<file path="config.mk">
export PLATFORM = sky130hd
export DESIGN_NAME = mem_responder_flat
export DESIGN_NICKNAME = d
export VERILOG_FILES = /design/src/rtl/mem_responder_pkg.sv /design/src/rtl/mem_responder_if.sv /design/src/rtl/mem_responder_ram_sync.sv /design/src/rtl/mem_responder.sv /design/src/flat_wrapper.sv
export SDC_FILE = /design/constraint.sdc
export NUM_CORES = 2
export LEC_CHECK = 0
export BUFFER_PORTS_ARGS = -buffer_cell sky130_fd_sc_hd__buf_2
export CAP_MARGIN = 25
export CELL_PAD_IN_SITES_DETAIL_PLACEMENT = 1
export CELL_PAD_IN_SITES_GLOBAL_PLACEMENT = 1
export CORE_AREA = 2 2 740 742
export DETAILED_ROUTE_END_ITERATION = 8
export DIE_AREA = 0 0 742 744
export PLACE_DENSITY_LB_ADDON = 0.2
export SETUP_SLACK_MARGIN = 0.15
export SYNTH_ARGS = -nofsm -noshare
export SYNTH_HDL_FRONTEND = slang
export SYNTH_HIERARCHICAL = 1
export SYNTH_SLANG_ARGS = --single-unit
</file>
<file path="constraint.sdc">
create_clock -name clk -period 3.7 [get_ports clk]
set_input_delay 0.555 -clock clk [delete_from_list [all_inputs] [get_ports clk]]
set_output_delay 0.555 -clock clk [all_outputs]
set_load 0.05 [all_outputs]
</file>
<file path="src/rtl/mem_responder_pkg.sv">
// Shared definitions for the memory responder: command and state encodings,
// the address map and small helper functions.
package mem_responder_pkg;

    localparam int DATA_W = 16;
    localparam int ADDR_W = 9;
    localparam int RAM_AW = 8;
    localparam int CNT_W  = 8;

    localparam logic [ADDR_W-1:0] LED_ADDR = 9'h100;
    localparam logic [ADDR_W-1:0] SW_ADDR  = 9'h140;

    // Must stay identical to the control FSM's command encoding.
    typedef enum logic [1:0] {
        MNONE    = 2'b00,
        MREAD    = 2'b01,
        MWRITE   = 2'b10,
        MILLEGAL = 2'b11
    } cmd_e;

    typedef enum logic [1:0] {
        IDLE    = 2'b00,
        RD_PEND = 2'b01,
        RD_HOLD = 2'b10,
        WR_DONE = 2'b11
    } state_e;

    typedef enum logic [1:0] {
        REG_RAM,
        REG_LED,
        REG_SW,
        REG_UNMAPPED
    } region_e;

    function automatic region_e decode(input logic [ADDR_W-1:0] addr);
        region_e r;
        if (!addr[ADDR_W-1])     r = REG_RAM;
        else if (addr == LED_ADDR) r = REG_LED;
        else if (addr == SW_ADDR)  r = REG_SW;
        else                       r = REG_UNMAPPED;
        return r;
    endfunction

    function automatic logic [CNT_W-1:0] sat_inc(input logic [CNT_W-1:0] v);
        return (&v) ? v : v + 1'b1;
    endfunction

endpackage

</file>
<file path="src/rtl/mem_responder_if.sv">
// CPU memory command bus: the CPU side is the master, the responder the slave.
interface mem_responder_if;
    import mem_responder_pkg::*;

    logic [1:0]        mem_cmd;
    logic [ADDR_W-1:0] mem_addr;
    logic [DATA_W-1:0] write_data;
    logic [DATA_W-1:0] read_data;
    logic              rd_valid;

    modport master (
        output mem_cmd, mem_addr, write_data,
        input  read_data, rd_valid
    );

    modport slave (
        input  mem_cmd, mem_addr, write_data,
        output read_data, rd_valid
    );

endinterface

</file>
<file path="src/rtl/mem_responder_ram_sync.sv">
// Single-port-style synchronous RAM with a registered, enabled read port.
module ram_sync #(
    parameter int AW = 8,
    parameter int DW = 16
) (
    input  logic          clk,
    input  logic          we,
    input  logic [AW-1:0] waddr,
    input  logic [DW-1:0] wdata,
    input  logic          re,
    input  logic [AW-1:0] raddr,
    output logic [DW-1:0] rdata
);

    logic [DW-1:0] mem [2**AW];
    logic [DW-1:0] rdata_q;

    // NOTE: the array and its read register carry no reset so they map onto
    // block RAM; contents are only meaningful once written.
    always_ff @(posedge clk) begin
        if (we) mem[waddr] <= wdata;
        if (re) rdata_q <= mem[raddr];
    end

    assign rdata = rdata_q;

endmodule

</file>
<file path="src/rtl/mem_responder.sv">
// Responder for the CPU memory command bus: RAM, LED and switch registers,
// one-cycle registered reads, sticky bus error and saturating access counters.
module mem_responder
    import mem_responder_pkg::*;
(
    input  logic               clk,
    input  logic               reset,
    mem_responder_if.slave     bus,
    input  logic [7:0]         sw_in,
    output logic [7:0]         leds,
    output logic               bus_err,
    output logic [CNT_W-1:0]   rd_count,
    output logic [CNT_W-1:0]   wr_count
);

    state_e            state_q, state_d;
    logic [ADDR_W-1:0] acc_addr_q, acc_addr_d;
    logic [DATA_W-1:0] acc_data_q, acc_data_d;
    logic [DATA_W-1:0] read_data_q, read_data_d;
    logic              rd_valid_q, rd_valid_d;
    logic              bus_err_q, bus_err_d;
    logic [7:0]        leds_q, leds_d;
    logic [CNT_W-1:0]  rd_count_q, rd_count_d;
    logic [CNT_W-1:0]  wr_count_q, wr_count_d;
    logic [7:0]        sw_meta_q, sw_sync_q;

    logic              start_read, start_write;
    logic              ram_we, ram_re;
    logic [DATA_W-1:0] ram_rdata;
    cmd_e              cmd;
    region_e           req_region, acc_region;

    assign cmd        = cmd_e'(bus.mem_cmd);
    assign req_region = decode(bus.mem_addr);
    assign acc_region = decode(acc_addr_q);

    // The RAM is read as the address is accepted so its registered output is
    // ready for the RD_PEND edge, giving one cycle of total read latency.
    ram_sync #(.AW(RAM_AW), .DW(DATA_W)) u_ram (
        .clk   (clk),
        .we    (ram_we),
        .waddr (bus.mem_addr[RAM_AW-1:0]),
        .wdata (bus.write_data),
        .re    (ram_re),
        .raddr (bus.mem_addr[RAM_AW-1:0]),
        .rdata (ram_rdata)
    );

    // NOTE: every combinational output gets a default first so no path
    // through the case statements can infer a latch.
    always_comb begin
        state_d     = state_q;
        acc_addr_d  = acc_addr_q;
        acc_data_d  = acc_data_q;
        read_data_d = read_data_q;
        rd_valid_d  = rd_valid_q;
        bus_err_d   = bus_err_q;
        leds_d      = leds_q;
        rd_count_d  = rd_count_q;
        wr_count_d  = wr_count_q;
        ram_we      = 1'b0;
        ram_re      = 1'b0;
        start_read  = 1'b0;
        start_write = 1'b0;

        if (cmd == MILLEGAL) begin
            bus_err_d  = 1'b1;
            rd_valid_d = 1'b0;
            state_d    = IDLE;
        end else begin
            unique case (state_q)
                IDLE: begin
                    start_read  = (cmd == MREAD);
                    start_write = (cmd == MWRITE);
                end
                RD_PEND: begin
                    unique case (acc_region)
                        REG_RAM: read_data_d = ram_rdata;
                        REG_SW:  read_data_d = {{(DATA_W-8){1'b0}}, sw_sync_q};
                        default: begin
                            read_data_d = '0;
                            bus_err_d   = 1'b1;
                        end
                    endcase
                    rd_valid_d = 1'b1;
                    rd_count_d = sat_inc(rd_count_q);
                    state_d    = RD_HOLD;
                end
                RD_HOLD: begin
                    start_read  = (cmd == MREAD) && (bus.mem_addr != acc_addr_q);
                    start_write = (cmd == MWRITE);
                    if (cmd == MNONE) begin
                        rd_valid_d = 1'b0;
                        state_d    = IDLE;
                    end
                end
                WR_DONE: begin
                    start_read  = (cmd == MREAD);
                    start_write = (cmd == MWRITE) &&
                                  ((bus.mem_addr != acc_addr_q) ||
                                   (bus.write_data != acc_data_q));
                    if (cmd == MNONE) state_d = IDLE;
                end
                default: state_d = IDLE;
            endcase
        end

        if (start_read) begin
            acc_addr_d = bus.mem_addr;
            ram_re     = 1'b1;
            rd_valid_d = 1'b0;
            state_d    = RD_PEND;
        end

        // A write to a non-writable address only raises the error flag.
        if (start_write) begin
            if (req_region == REG_RAM || req_region == REG_LED) begin
                ram_we     = (req_region == REG_RAM);
                if (req_region == REG_LED) leds_d = bus.write_data[7:0];
                wr_count_d = sat_inc(wr_count_q);
                acc_addr_d = bus.mem_addr;
                acc_data_d = bus.write_data;
                rd_valid_d = 1'b0;
                state_d    = WR_DONE;
            end else begin
                bus_err_d  = 1'b1;
            end
        end
    end

    // NOTE: sequential state uses non-blocking assignments so every register
    // samples the pre-edge values regardless of statement order.
    always_ff @(posedge clk or posedge reset) begin
        if (reset) begin
            state_q     <= IDLE;
            acc_addr_q  <= '0;
            acc_data_q  <= '0;
            read_data_q <= '0;
            rd_valid_q  <= 1'b0;
            bus_err_q   <= 1'b0;
            leds_q      <= '0;
            rd_count_q  <= '0;
            wr_count_q  <= '0;
            sw_meta_q   <= '0;
            sw_sync_q   <= '0;
        end else begin
            state_q     <= state_d;
            acc_addr_q  <= acc_addr_d;
            acc_data_q  <= acc_data_d;
            read_data_q <= read_data_d;
            rd_valid_q  <= rd_valid_d;
            bus_err_q   <= bus_err_d;
            leds_q      <= leds_d;
            rd_count_q  <= rd_count_d;
            wr_count_q  <= wr_count_d;
            sw_meta_q   <= sw_in;
            sw_sync_q   <= sw_meta_q;
        end
    end

    assign bus.read_data = read_data_q;
    assign bus.rd_valid  = rd_valid_q;
    assign leds          = leds_q;
    assign bus_err       = bus_err_q;
    assign rd_count      = rd_count_q;
    assign wr_count      = wr_count_q;

endmodule

</file>
<file path="src/flat_wrapper.sv">
// flat-port wrapper written by rule: the top's interface ports become plain ports
module mem_responder_flat import mem_responder_pkg::*;
  (clk, reset, sw_in, leds, bus_err, rd_count, wr_count, bus_mem_cmd, bus_mem_addr, bus_write_data, bus_read_data, bus_rd_valid);
  mem_responder_if bus_i ();
  input  logic clk;
  input  logic reset;
  input  logic [7:0] sw_in;
  output logic [7:0] leds;
  output logic bus_err;
  output logic [CNT_W-1:0] rd_count;
  output logic [CNT_W-1:0] wr_count;
  input wire logic [$bits(bus_i.mem_cmd)-1:0] bus_mem_cmd;
  input wire logic [$bits(bus_i.mem_addr)-1:0] bus_mem_addr;
  input wire logic [$bits(bus_i.write_data)-1:0] bus_write_data;
  output wire logic [$bits(bus_i.read_data)-1:0] bus_read_data;
  output wire logic [$bits(bus_i.rd_valid)-1:0] bus_rd_valid;
  assign bus_i.mem_cmd = bus_mem_cmd;
  assign bus_i.mem_addr = bus_mem_addr;
  assign bus_i.write_data = bus_write_data;
  assign bus_read_data = bus_i.read_data;
  assign bus_rd_valid = bus_i.rd_valid;
  mem_responder u_core (.clk(clk), .reset(reset), .bus(bus_i), .sw_in(sw_in), .leds(leds), .bus_err(bus_err), .rd_count(rd_count), .wr_count(wr_count));
endmodule
</file>
==> reports/metrics.yaml <==
status:
  status: "complete, no violations"
worst_setup_path:
  r2r-start: "u_core/acc_data_q[6]"
  critPathMaxFanout: 30
  reg2reg_slack_ns: 0.34
  crit_type: "input pin to flop"
  arrival_ns: 4.21
  setup.worst_path.start_class: "input pin"
  crit_path_top_delay_cell: "o31ai_1"
  cp_top_family: "compound AO/OA/AOI/OAI gates"
  crit_top_cell: "buf_12"
  critPathCaptureType: "flop"
  cp.required_ns: 4.52
  cp.buffers_inverters: 5
  worst_path_largest_cell_delay_ns: 0.88
  r2r_end: "u_core/u_ram/mem[190][13]"
  path_cells: "buf_12, buf_12, buf_12, buf_4, mux2i_1, o221ai_1, a21oi_1, o31ai_1, o32ai_1, buf_4, nor4_1"
  reg2reg_depth: 11
floorplan:
  design.core.area_mm2: 0.544
  start_util_pct: 29.9
  io_pins: 79
  die_h_um: 744
  dieArea_mm2: 0.552
  die_w_um: 742
  rows: 271
timing:
  tightest_slew_ns: 1.10
  rsz0062_at_grt: "false"
  hold_viol: 0
  fin_crit_ns: 3.39
  slew_headroom_pct: 26.9
  setup_viol: 0
  finClkSkew_ns: 0.0717
  fmax_mhz: 295
  finalMaxSlewViolations: 0
  post-route-worst-setup-slack_ns: 0.311
  final.period_utilization_pct: 91.6
finish:
  syn_to_final_growth_pct: 21.3
  layout_common_cells: "edfxtp_1 (4,112), mux4_2 (797), buf_4 (614)"
  layout_commonest_cell: "edfxtp_1"
  finish.instance_area_mm2: 0.197
  drive_gt1_share_pct: 30.7
  final_nets: 8808
place:
  gp_congestion: 0.862
  port_buffers: 78
  place_area_mm2: 0.183
  post-place-ws_ns: -0.699
  dp_hpwl_um: 340000
synthesis:
  synth_edf_count: 4112
  ys_seq_elements: 4197
  ys_seq_area_share_pct: 77.2
  post-synth-top-area-cell: "edfxtp_1"
  synth_cells: 7675
  syn_avg_cell_area_um2: 21.2
  synth_top_cell_area_share_pct: 75.9
  synth_fp_nets: 7719
  synth_area_leaders: "edfxtp_1 (76%), mux4_2 (11%), mux2i_1 (3.5%), o221ai_1 (1.4%), dfrtp_1 (1.3%)"
  ys.warnings.count: 6
  ys.flop_type: "edfxtp_1"
  netlist_area_mm2: 0.163
  synth-async-reset-ratio_pct: 2.03
  synth_cell_types: 72
detailed_routing:
  avgRoutedWirePerCell_um: 32.4
  ant_nets: 0
  vias_per_cell: 5.14
  first_iter_violations: 8290
  wirelength_um: 531000
  drc_errors: 0
  vias: 84200
  first_pass_iters: 5
clock_tree:
  htreeDepth: 5
  cts_sinks: 4197
  cts_tree: "built"
  clock_latency_ns: 1.02
  ctsLongestPathBuffers: 4
  path_clk_slew_ns: 0.06
  ctsRootBufferMaster: "clkbuf_16"
  cts_buffers: 445
power_and_ir_drop:
  finalPower_mw: 105
  powerDensity_mw_per_mm2: 533
  p_leak_nw: 63.2
  ir_drop_uv: 389
hold_path:
  min-delay-start: "bus_mem_cmd[1]"
  hold_depth: 3
  hold_end: "u_core/bus_err"
  hold_class: "input pin to flop"
global_routing:
  grt.busiest_layer: "met2"
  overflow: 0
  antenna_found_initial: 35
  use_met1_pct: 26.3
  grt_pass1_wl_um: 735000
  grt_pass1_vias: 87500
  use_met3_pct: 2.36
  grt_max_degree: 154
  grt_usage_pct: 18.9
  grt_use_met2_pct: 31.3
run:
  maxCapViolations: 0
-- flip-flops by register name, indices dropped and copies added (netlist names) --
name	flops
u_core/acc_addr_q	9
u_core/state_q	2
u_core/wr_count	8
u_core/bus.rd_valid	1
u_core/rd_count	8
u_core/u_ram/mem	4096
u_core/u_ram/rdata	16
u_core/bus_err	1
u_core/leds	8
u_core/sw_sync_q	8
u_core/acc_data_q	16
u_core/sw_meta_q	8
u_core/bus.read_data	16
-- what timing repair did --
item	CTS	global route
gates resized for setup	1	0
pin swaps	0	1
hold endpoints to repair	42	0
hold buffers	11	0
setup endpoints to repair	8	15
setup buffers	0	1
-- report_power, final --
| part | internal, mW | switching, mW | total, mW |
|---|---|---|---|
| combinational | 2.57 | 4.84 | 7.41 |
| clock | 25.9 | 19.0 | 44.9 |
| sequential | 52.5 | 0.303 | 52.9 |
| total | 81.0 | 24.2 | 105 |
-- per-layer routing --
layer | vias up | routed length [µm]
li1 | 34700 | -
met1 | 46600 | 234000
met2 | 2375 | 257000
met3 | 580 | 25800
met4 | 10 | 15100
met5 | - | 69
-- layout make-up --
| type | instances | area [µm²] |
|---|---|---|
| antenna | 11 | 27.5 |
| clock buffer | 553 | 11800 |
| clock inverter | 264 | 2780 |
| fill | 52600 | 346000 |
| inverter | 10 | 52.6 |
| multi-input combinational | 3009 | 34800 |
| sequential | 4197 | 126000 |
| tap | 7234 | 9050 |
| timing repair buffer | 1101 | 13300 |
-- worst min-delay path, stage by stage --
cell and delay [ns]:
buf_2 0.25, a21oi_1 0.12, o221ai_1 0.08
-- cells in the mapped netlist (6+ instances only) --
master     number
mux2_2        122
o21ai_0        56
a22o_1         32
nand3_1        42
nand2b_1       12
edfxtp_1     4112
dfrtp_1        85
buf_4          26
inv_1           9
o32ai_1        20
nor2_1        314
ha_1            7
buf_1          28
nor3_1         94
buf_2          76
buf_8          11
a31oi_1         9
xnor2_1        30
nor2b_1        17
nand4_1        33
clkbuf_1      234
nor4_1         19
o31ai_1        17
o221ai_1      253
o22ai_1       148
mux4_2        797
a2111oi_0       6
buf_6          79
a211oi_1       18
and3_1         14
a21oi_1       187
a221oi_1       28
a22oi_1        43
mux2i_1       566
nand2_1        69
-- logic make-up after synthesis --
| kind of cell | Yosys count | share of synthesized area, % |
|---|---|---|
| AO/OA/AOI/OAI | 828 | 3.61 |
| XOR/XNOR | 35 | 0.188 |
| adder cells (fa/ha/maj) | 7 | 0.0538 |
| buffers and inverters | 469 | 1.69 |
| flip-flops | 4197 | 77.2 |
| multiplexers | 1487 | 15.4 |
| AND/OR/NAND/NOR | 652 | 1.89 |
-- per-stage QoR --
step                cells  TNS (ns)  utilization [%]  hold WS (ns)
floorplan            7675         0                -         0.331
global placement    15500    -37.13             33.5         0.336
detailed placement  15500    -10.81             33.6         0.340
CTS                 16400         0             36.3       0.00142
global route        16400         0             36.3        0.0371
finish              16400         0             36.3        0.0788
-- how the worst max path moves through the flow --
stage	start	end	slack, ns	cells after the start
3_3_place_gp	bus_mem_addr[0]	u_core/u_ram/rdata[13]	-0.95	10
4_1_cts	u_core/acc_data_q[6]	u_core/u_ram/mem[189][3]	0.19	11
3_5_place_dp	bus_mem_addr[0]	u_core/u_ram/rdata[12]	-0.70	11
2_1_floorplan	u_core/state_q[0]	u_core/u_ram/mem[234][0]	0.30	11
6_report	bus_mem_addr[0]	u_core/u_ram/rdata[12]	0.31	11
5_1_grt	u_core/state_q[0]	u_core/u_ram/mem[190][3]	0.20	10
Note: power is estimated with default switching activity, not from simulation.
